`config.mk`:
```
export PLATFORM = sky130hd
export DESIGN_NAME = ghost_nav_ctrl_flat
export DESIGN_NICKNAME = d
export VERILOG_FILES = /design/src/rtl/ghost_nav_if.sv /design/src/rtl/ghost_nav_ctrl.sv /design/src/flat_wrapper.sv
export SDC_FILE = /design/constraint.sdc
export NUM_CORES = 1
export LEC_CHECK = 0
export ABC_CLOCK_PERIOD_IN_PS = 4410
export BUFFER_PORTS_ARGS = -buffer_cell sky130_fd_sc_hd__buf_4
export CORE_AREA = 2 2 117 119
export DETAILED_ROUTE_END_ITERATION = 8
export DIE_AREA = 0 0 119 121
export PLACE_DENSITY = 0.6
export SLEW_MARGIN = 0
export SYNTH_ARGS = -nofsm -noshare
export SYNTH_HDL_FRONTEND = slang
export SYNTH_SLANG_ARGS = --single-unit
```
`constraint.sdc`:
```
create_clock -name clk_i -period 4.41 [get_ports clk_i]
set_input_delay 0.6615 -clock clk_i [delete_from_list [all_inputs] [get_ports clk_i]]
set_output_delay 0.6615 -clock clk_i [all_outputs]
set_load 0.05 [all_outputs]
```
`src/rtl/ghost_nav_if.sv`:
```
// ghost_nav_if: control and position bundle between a ghost motion controller and its environment.
//   master: drives enable/respawn/mode/target/blocked, observes x/y/direction/step/stuck
//   slave : the controller side
interface ghost_nav_if #(
   parameter int X_W = 10,
   parameter int Y_W = 9
) ();
   logic           enable;
   logic           respawn;
   logic           mode;
   logic [X_W-1:0] target_x;
   logic [Y_W-1:0] target_y;
   logic           blocked;
   logic [X_W-1:0] x;
   logic [Y_W-1:0] y;
   logic [1:0]     direction;
   logic           step;
   logic           stuck;
   modport master (
      output enable, respawn, mode, target_x, target_y, blocked,
      input  x, y, direction, step, stuck
   );
   modport slave (
      input  enable, respawn, mode, target_x, target_y, blocked,
      output x, y, direction, step, stuck
   );
endinterface

```
`src/rtl/ghost_nav_ctrl.sv`:
```
// ghost_nav_ctrl: one ghost's position/heading, stepping on a tick and re-steering when blocked.
//   clk_i  : system clock
//   rst_ni : asynchronous active-low reset
//   nav    : ghost_nav_if.slave (enable, respawn, mode, target_x/y, blocked in;
//            x, y, direction, step, stuck out)
module ghost_nav_ctrl #(
   parameter int          X_W         = 10,
   parameter int          Y_W         = 9,
   parameter int          START_X     = 200,
   parameter int          START_Y     = 146,
   parameter int          X_MAX       = 639,
   parameter int          Y_MAX       = 479,
   parameter int          STEP_PERIOD = 131072,
   parameter int          SETTLE_CYC  = 2,
   parameter logic [15:0] LFSR_SEED   = 16'hACE1
) (
   input logic        clk_i,
   input logic        rst_ni,
   ghost_nav_if.slave nav
);
   localparam logic [2:0] S_IDLE   = 3'd0;
   localparam logic [2:0] S_MOVE   = 3'd1;
   localparam logic [2:0] S_TURN   = 3'd2;
   localparam logic [2:0] S_SETTLE = 3'd3;
   localparam logic [2:0] S_HOLD   = 3'd4;
   localparam int CW  = (STEP_PERIOD > 2) ? $clog2(STEP_PERIOD) : 1;
   localparam int SW  = $clog2(SETTLE_CYC + 1);
   localparam int D_W = ((X_W > Y_W) ? X_W : Y_W) + 1;

   logic [2:0]            state_q, state_d;
   logic [X_W-1:0]        x_q, x_d, nx;
   logic [Y_W-1:0]        y_q, y_d, ny;
   logic [1:0]            dir_q, dir_d, first_q, first_d, first_c, chase_dir;
   logic [2:0]            retry_q, retry_d;
   logic [CW-1:0]         cnt_q, cnt_d;
   logic [SW-1:0]         sc_q, sc_d;
   logic [15:0]           lfsr_q, lfsr_d;
   logic                  step_q, step_d, stuck_q, stuck_d, tick, can_move;
   logic signed [D_W-1:0] dx, dy;
   logic [D_W-1:0]        adx, ady;

   // Steering: chase picks the axis with the larger distance (ties to x); retries rotate
   // from the first candidate so all four headings are tried before giving up.
   always_comb begin
      dx        = D_W'(nav.target_x) - D_W'(x_q);
      dy        = D_W'(nav.target_y) - D_W'(y_q);
      adx       = dx[D_W-1] ? -dx : dx;
      ady       = dy[D_W-1] ? -dy : dy;
      chase_dir = (dx == 0 && dy == 0) ? dir_q :
                  (adx >= ady) ? (dx[D_W-1] ? 2'b10 : 2'b11) :
                  (dy[D_W-1] ? 2'b00 : 2'b01);
      first_c   = (retry_q == 3'd0) ? (nav.mode ? chase_dir : lfsr_q[1:0]) : first_q;
   end

   // Horizontal moves wrap through the tunnel; vertical edges are walls.
   always_comb begin
      can_move = (dir_q == 2'b00) ? (y_q != '0) :
                 (dir_q == 2'b01) ? (y_q != Y_W'(Y_MAX)) : 1'b1;
      nx       = (dir_q == 2'b10) ? ((x_q == '0) ? X_W'(X_MAX) : x_q - X_W'(1)) :
                 (dir_q == 2'b11) ? ((x_q == X_W'(X_MAX)) ? '0 : x_q + X_W'(1)) : x_q;
      ny       = (dir_q == 2'b00) ? y_q - Y_W'(1) :
                 (dir_q == 2'b01) ? y_q + Y_W'(1) : y_q;
   end

   always_comb begin
      lfsr_d  = (lfsr_q == '0) ? LFSR_SEED :
                {lfsr_q[14:0], lfsr_q[15] ^ lfsr_q[13] ^ lfsr_q[12] ^ lfsr_q[10]};
      tick    = nav.enable && (cnt_q == CW'(STEP_PERIOD - 1));
      cnt_d   = tick ? '0 : nav.enable ? cnt_q + CW'(1) : cnt_q;
      state_d = state_q;
      x_d     = x_q;
      y_d     = y_q;
      dir_d   = dir_q;
      step_d  = 1'b0;
      stuck_d = stuck_q;
      retry_d = retry_q;
      first_d = first_q;
      sc_d    = sc_q;
      case (state_q)
         S_IDLE: if (nav.enable) state_d = S_MOVE;
         S_MOVE: begin
            if (!nav.enable) state_d = S_IDLE;
            else if (tick && (nav.blocked || !can_move)) state_d = S_TURN;
            else if (tick) begin
               x_d     = nx;
               y_d     = ny;
               step_d  = 1'b1;
               retry_d = '0;
            end
         end
         S_TURN: begin
            if (retry_q == 3'd4) begin
               stuck_d = 1'b1;
               state_d = S_HOLD;
            end else begin
               first_d = first_c;
               dir_d   = first_c + retry_q[1:0];
               retry_d = retry_q + 3'd1;
               sc_d    = '0;
               state_d = S_SETTLE;
            end
         end
         S_SETTLE: begin
            if (sc_q == SW'(SETTLE_CYC - 1)) state_d = nav.blocked ? S_TURN : S_MOVE;
            else sc_d = sc_q + SW'(1);
         end
         S_HOLD: ;
         default: state_d = S_IDLE;
      endcase
      if (nav.respawn) begin
         state_d = S_IDLE;
         x_d     = X_W'(START_X);
         y_d     = Y_W'(START_Y);
         dir_d   = 2'b00;
         step_d  = 1'b0;
         stuck_d = 1'b0;
         retry_d = '0;
         sc_d    = '0;
         cnt_d   = '0;
      end
   end

   always_ff @(posedge clk_i or negedge rst_ni) begin
      if (!rst_ni) begin
         state_q <= S_IDLE;
         x_q     <= X_W'(START_X);
         y_q     <= Y_W'(START_Y);
         dir_q   <= 2'b00;
         step_q  <= 1'b0;
         stuck_q <= 1'b0;
         retry_q <= '0;
         first_q <= 2'b00;
         cnt_q   <= '0;
         sc_q    <= '0;
         lfsr_q  <= LFSR_SEED;
      end else begin
         state_q <= state_d;
         x_q     <= x_d;
         y_q     <= y_d;
         dir_q   <= dir_d;
         step_q  <= step_d;
         stuck_q <= stuck_d;
         retry_q <= retry_d;
         first_q <= first_d;
         cnt_q   <= cnt_d;
         sc_q    <= sc_d;
         lfsr_q  <= lfsr_d;
      end
   end

   assign nav.x         = x_q;
   assign nav.y         = y_q;
   assign nav.direction = dir_q;
   assign nav.step      = step_q;
   assign nav.stuck     = stuck_q;
endmodule

```
`src/flat_wrapper.sv`:
```
// flat-port wrapper written by rule: the top's interface ports become plain ports
module ghost_nav_ctrl_flat 
#(
   parameter int          X_W         = 10,
   parameter int          Y_W         = 9,
   parameter int          START_X     = 200,
   parameter int          START_Y     = 146,
   parameter int          X_MAX       = 639,
   parameter int          Y_MAX       = 479,
   parameter int          STEP_PERIOD = 131072,
   parameter int          SETTLE_CYC  = 2,
   parameter logic [15:0] LFSR_SEED   = 16'hACE1
)
  (clk_i, rst_ni, nav_enable, nav_respawn, nav_mode, nav_target_x, nav_target_y, nav_blocked, nav_x, nav_y, nav_direction, nav_step, nav_stuck);
  ghost_nav_if #(.X_W(X_W), .Y_W(Y_W)) nav_i ();
  input logic clk_i;
  input logic rst_ni;
  input wire logic [$bits(nav_i.enable)-1:0] nav_enable;
  input wire logic [$bits(nav_i.respawn)-1:0] nav_respawn;
  input wire logic [$bits(nav_i.mode)-1:0] nav_mode;
  input wire logic [$bits(nav_i.target_x)-1:0] nav_target_x;
  input wire logic [$bits(nav_i.target_y)-1:0] nav_target_y;
  input wire logic [$bits(nav_i.blocked)-1:0] nav_blocked;
  output wire logic [$bits(nav_i.x)-1:0] nav_x;
  output wire logic [$bits(nav_i.y)-1:0] nav_y;
  output wire logic [$bits(nav_i.direction)-1:0] nav_direction;
  output wire logic [$bits(nav_i.step)-1:0] nav_step;
  output wire logic [$bits(nav_i.stuck)-1:0] nav_stuck;
  assign nav_i.enable = nav_enable;
  assign nav_i.respawn = nav_respawn;
  assign nav_i.mode = nav_mode;
  assign nav_i.target_x = nav_target_x;
  assign nav_i.target_y = nav_target_y;
  assign nav_i.blocked = nav_blocked;
  assign nav_x = nav_i.x;
  assign nav_y = nav_i.y;
  assign nav_direction = nav_i.direction;
  assign nav_step = nav_i.step;
  assign nav_stuck = nav_i.stuck;
  ghost_nav_ctrl #(.X_W(X_W), .Y_W(Y_W), .START_X(START_X), .START_Y(START_Y), .X_MAX(X_MAX), .Y_MAX(Y_MAX), .STEP_PERIOD(STEP_PERIOD), .SETTLE_CYC(SETTLE_CYC), .LFSR_SEED(LFSR_SEED)) u_core (.clk_i(clk_i), .rst_ni(rst_ni), .nav(nav_i));
endmodule
```
==> results_dict.tcl <==
set metrics [dict create \
    final_util_pct 53.0 \
    setup_viol 2 \
    crit_arrival_ns 4.81 \
    synth_edf_count 0 \
    grt_first_pass_wirelength_mm 23.2 \
    diodes 0 \
    slew_viol_final 0 \
    worstHoldPathType "reg2reg" \
    fin_area_um2 6930 \
    r2r_start "u_core.nav.x[3]$_DFFE_PN1P_" \
    fin_setup_tns_ns -0.224 \
    hold_start "u_core.lfsr_q[3]$_DFF_PN0_" \
    globalplace.congestion 0.941 \
    crit_cells 25 \
    final_nets 822 \
    fp.dieW_um 119 \
    drive_gt1_share_pct 28.9 \
    clk_path_buf_depth 2 \
    end_kind "register" \
    io-pin-count 48 \
    place_ws_ns -0.536 \
    holdWs_ns 0.377 \
    crit_start "nav_target_x[0]" \
    worst_pin_slew_ns 0.881 \
    dpl-instance-area_um2 6410 \
    synth_area_um2 5270 \
    power.density_nw_per_um2 308 \
    vias 4969 \
    post-route-period-util_pct 104 \
    grt-ovfl-total 0 \
    max_stage_delay_ns 0.53 \
    routed_via_density 5.35 \
    timing.fmax_ghz 0.218 \
    slew_headroom_pct 40.8 \
    grt_pass1_vias 4972 \
    syn2layout_area_growth_pct 31.5 \
    rsz0062_at_grt "true" \
    antenna_found_initial 0 \
    drtIter0Drc 371 \
    status "complete, but fails checks" \
    io_buffer_count 47 \
    reg2regPathDepth 24 \
    synth_compound_area_share_pct 16.4 \
    finalClockSkew_ns 0.00575 \
    dieArea_um2 14400 \
    first_pass_iters 5 \
    synthMuxAreaShare_pct 1.66 \
    clock_sinks 66 \
    crit_type "in2reg" \
    ys_seq_area_share_pct 31.7 \
    crit_required_ns 4.63 \
    final_common_cell "buf_4" \
    cts_tree "done" \
    cts_buffers 9 \
    cap_violations 0 \
    h-tree-depth 3 \
    path_max_fanout 4 \
    dp_hpwl_mm 10.4 \
    leakagePower_nw 3.06 \
    hold_viol_final 0 \
    period_minus_slack_ns 4.59 \
    synth_fp_nets 703 \
    critPathTopFamily "compound AO/OA/AOI/OAI gates" \
    detail_route.wl_per_cell_um 14.9 \
    synth_top_family_by_area "simple AND/OR/NAND/NOR gates" \
    wl_mm 13.8 \
    worst-path-buf-inv 4 \
    root_buffer "clkbuf_16" \
    yosysWarnings 0 \
    yosys.area_share.simple_pct 24.8 \
    synth.avg_cell_area_um2 8.39 \
    start_kind "input pin" \
    rows 42 \
    synth_xor_area_share_pct 8.45 \
    synth-main-ff-cell "dfrtp_1" \
    ir_drop_v 0.000209 \
    antenna_left 0 \
    critPathSlowestCell "or4_4" \
    drc 0 \
    async_flop_share_pct 100 \
    grt_max_degree 67 \
    yosysUniqueCellTypes 70 \
    initial_utilization_pct 40.3 \
    worstSkewPairLatency_ns 0.34 \
    clk_pin_slew_ns 0.06 \
    synth_cells 628 \
    final_cell_mix "buf_4, nor2_1, nand2_1, dfrtp_1, ha_1" \
    synth_adder_area_share_pct 12.3 \
    track_usage_pct 19.8 \
    synth_seq_cells 66 \
    violations "setup timing" \
    die_h_um 121 \
    timing.final.ws_setup_ns -0.176 \
    core_um2 13100 \
    min_path_cells 0 \
]
-- worst paths after layout --
kind | slack (ns) | endpoint
hold reg to reg | 0.38 | u_core.lfsr_q[4]$_DFF_PN0_
hold / removal | 0.38 | u_core.lfsr_q[4]$_DFF_PN0_
min in group asynchronous | 0.42 | u_core.lfsr_q[14]$_DFF_PN0_
setup reg to reg | -0.13 | u_core.nav.direction[1]$_DFFE_PN0P_
max in group asynchronous | 3.40 | u_core.nav.x[1]$_DFFE_PN0P_
setup / recovery | -0.18 | u_core.nav.direction[1]$_DFFE_PN0P_
-- cell type report --
class                      instances  area, um^2
tap                              176         220
multi-input combinational        498        3560
timing repair buffer             131         991
sequential                        66        1680
inverter                          41         166
clock inverter                     7        93.8
clock buffer                       9         225
fill                            1216        6150
-- cells by family (layout without fill, tap and decap cells) --
family,after synthesis,in the layout
buffers and inverters,64,188
muxes,8,8
and+or+nand+nor,253,253
xor gates and xnor gates,50,50
adders and majority gates,50,50
DFF,66,66
AOI/OAI and AO/OA,136,136
other,1,1
-- worst register-to-register path, delay by kind of cell (launching register included) --
kind                     cells  cell delay (ns)
flip-flops                   1             0.61
XOR/XNOR                     3             0.53
adder cells (fa/ha/maj)      3             0.63
AO/OA/AOI/OAI                6             0.73
multiplexers                 2             0.43
AND/OR/NAND/NOR              7             1.17
buffers and inverters        3             0.30
-- Yosys cell counts, drive strengths merged, types with 16 or more instances --
cell | count | area share [%]
nand2 | 50 | 3.6
ha | 47 | 11
nand2b | 16 | 1.9
nor3 | 20 | 2.0
dfrtp | 52 | 25
nand3 | 19 | 1.8
xnor2 | 27 | 4.6
o21ai | 31 | 2.9
a21oi | 44 | 4.3
xor2 | 23 | 3.8
nor2 | 73 | 5.2
clkbuf | 20 | 1.4
inv | 41 | 2.9
-- registers in the layout, indices dropped and copies added (netlist names) --
name and count:
u_core.nav.step 1, u_core.nav.y 9, u_core.first_q 2, u_core.cnt_q 17
u_core.state_q 3, u_core.nav.x 10, u_core.sc_q 2, u_core.retry_q 3
u_core.nav.stuck 1, u_core.nav.direction 2, u_core.lfsr_q 16
-- stage by stage --
stage / power, mW / cells
after floorplan: 1.12 / 628
after global placement: 1.30 / 904
after detailed placement: 1.32 / 904
after CTS: 2.11 / 924
after global routing: 2.27 / 928
final: 2.14 / 928
-- metal layers --
| metal | track usage, % | wire length (um) |
|---|---|---|
| met5 | 0 | 0 |
| met4 | 7.29 | 227 |
| met2 | 33.4 | 6700 |
| met3 | 2.96 | 566 |
| met1 | 25.8 | 6300 |
-- timing repair --
item,4_1_cts,5_1_grt
buffers inserted,4,4
gates resized for setup,11,19
hold buffers,0,0
endpoints found under the setup margin,2,3
pin swaps,14,12
-- where the power goes --
group,switching (mW),internal (mW)
clock,0.272,0.493
sequential,0.0439,0.633
combinational,0.357,0.338
total,0.673,1.46
Note: power is estimated with default switching activity, not from simulation.
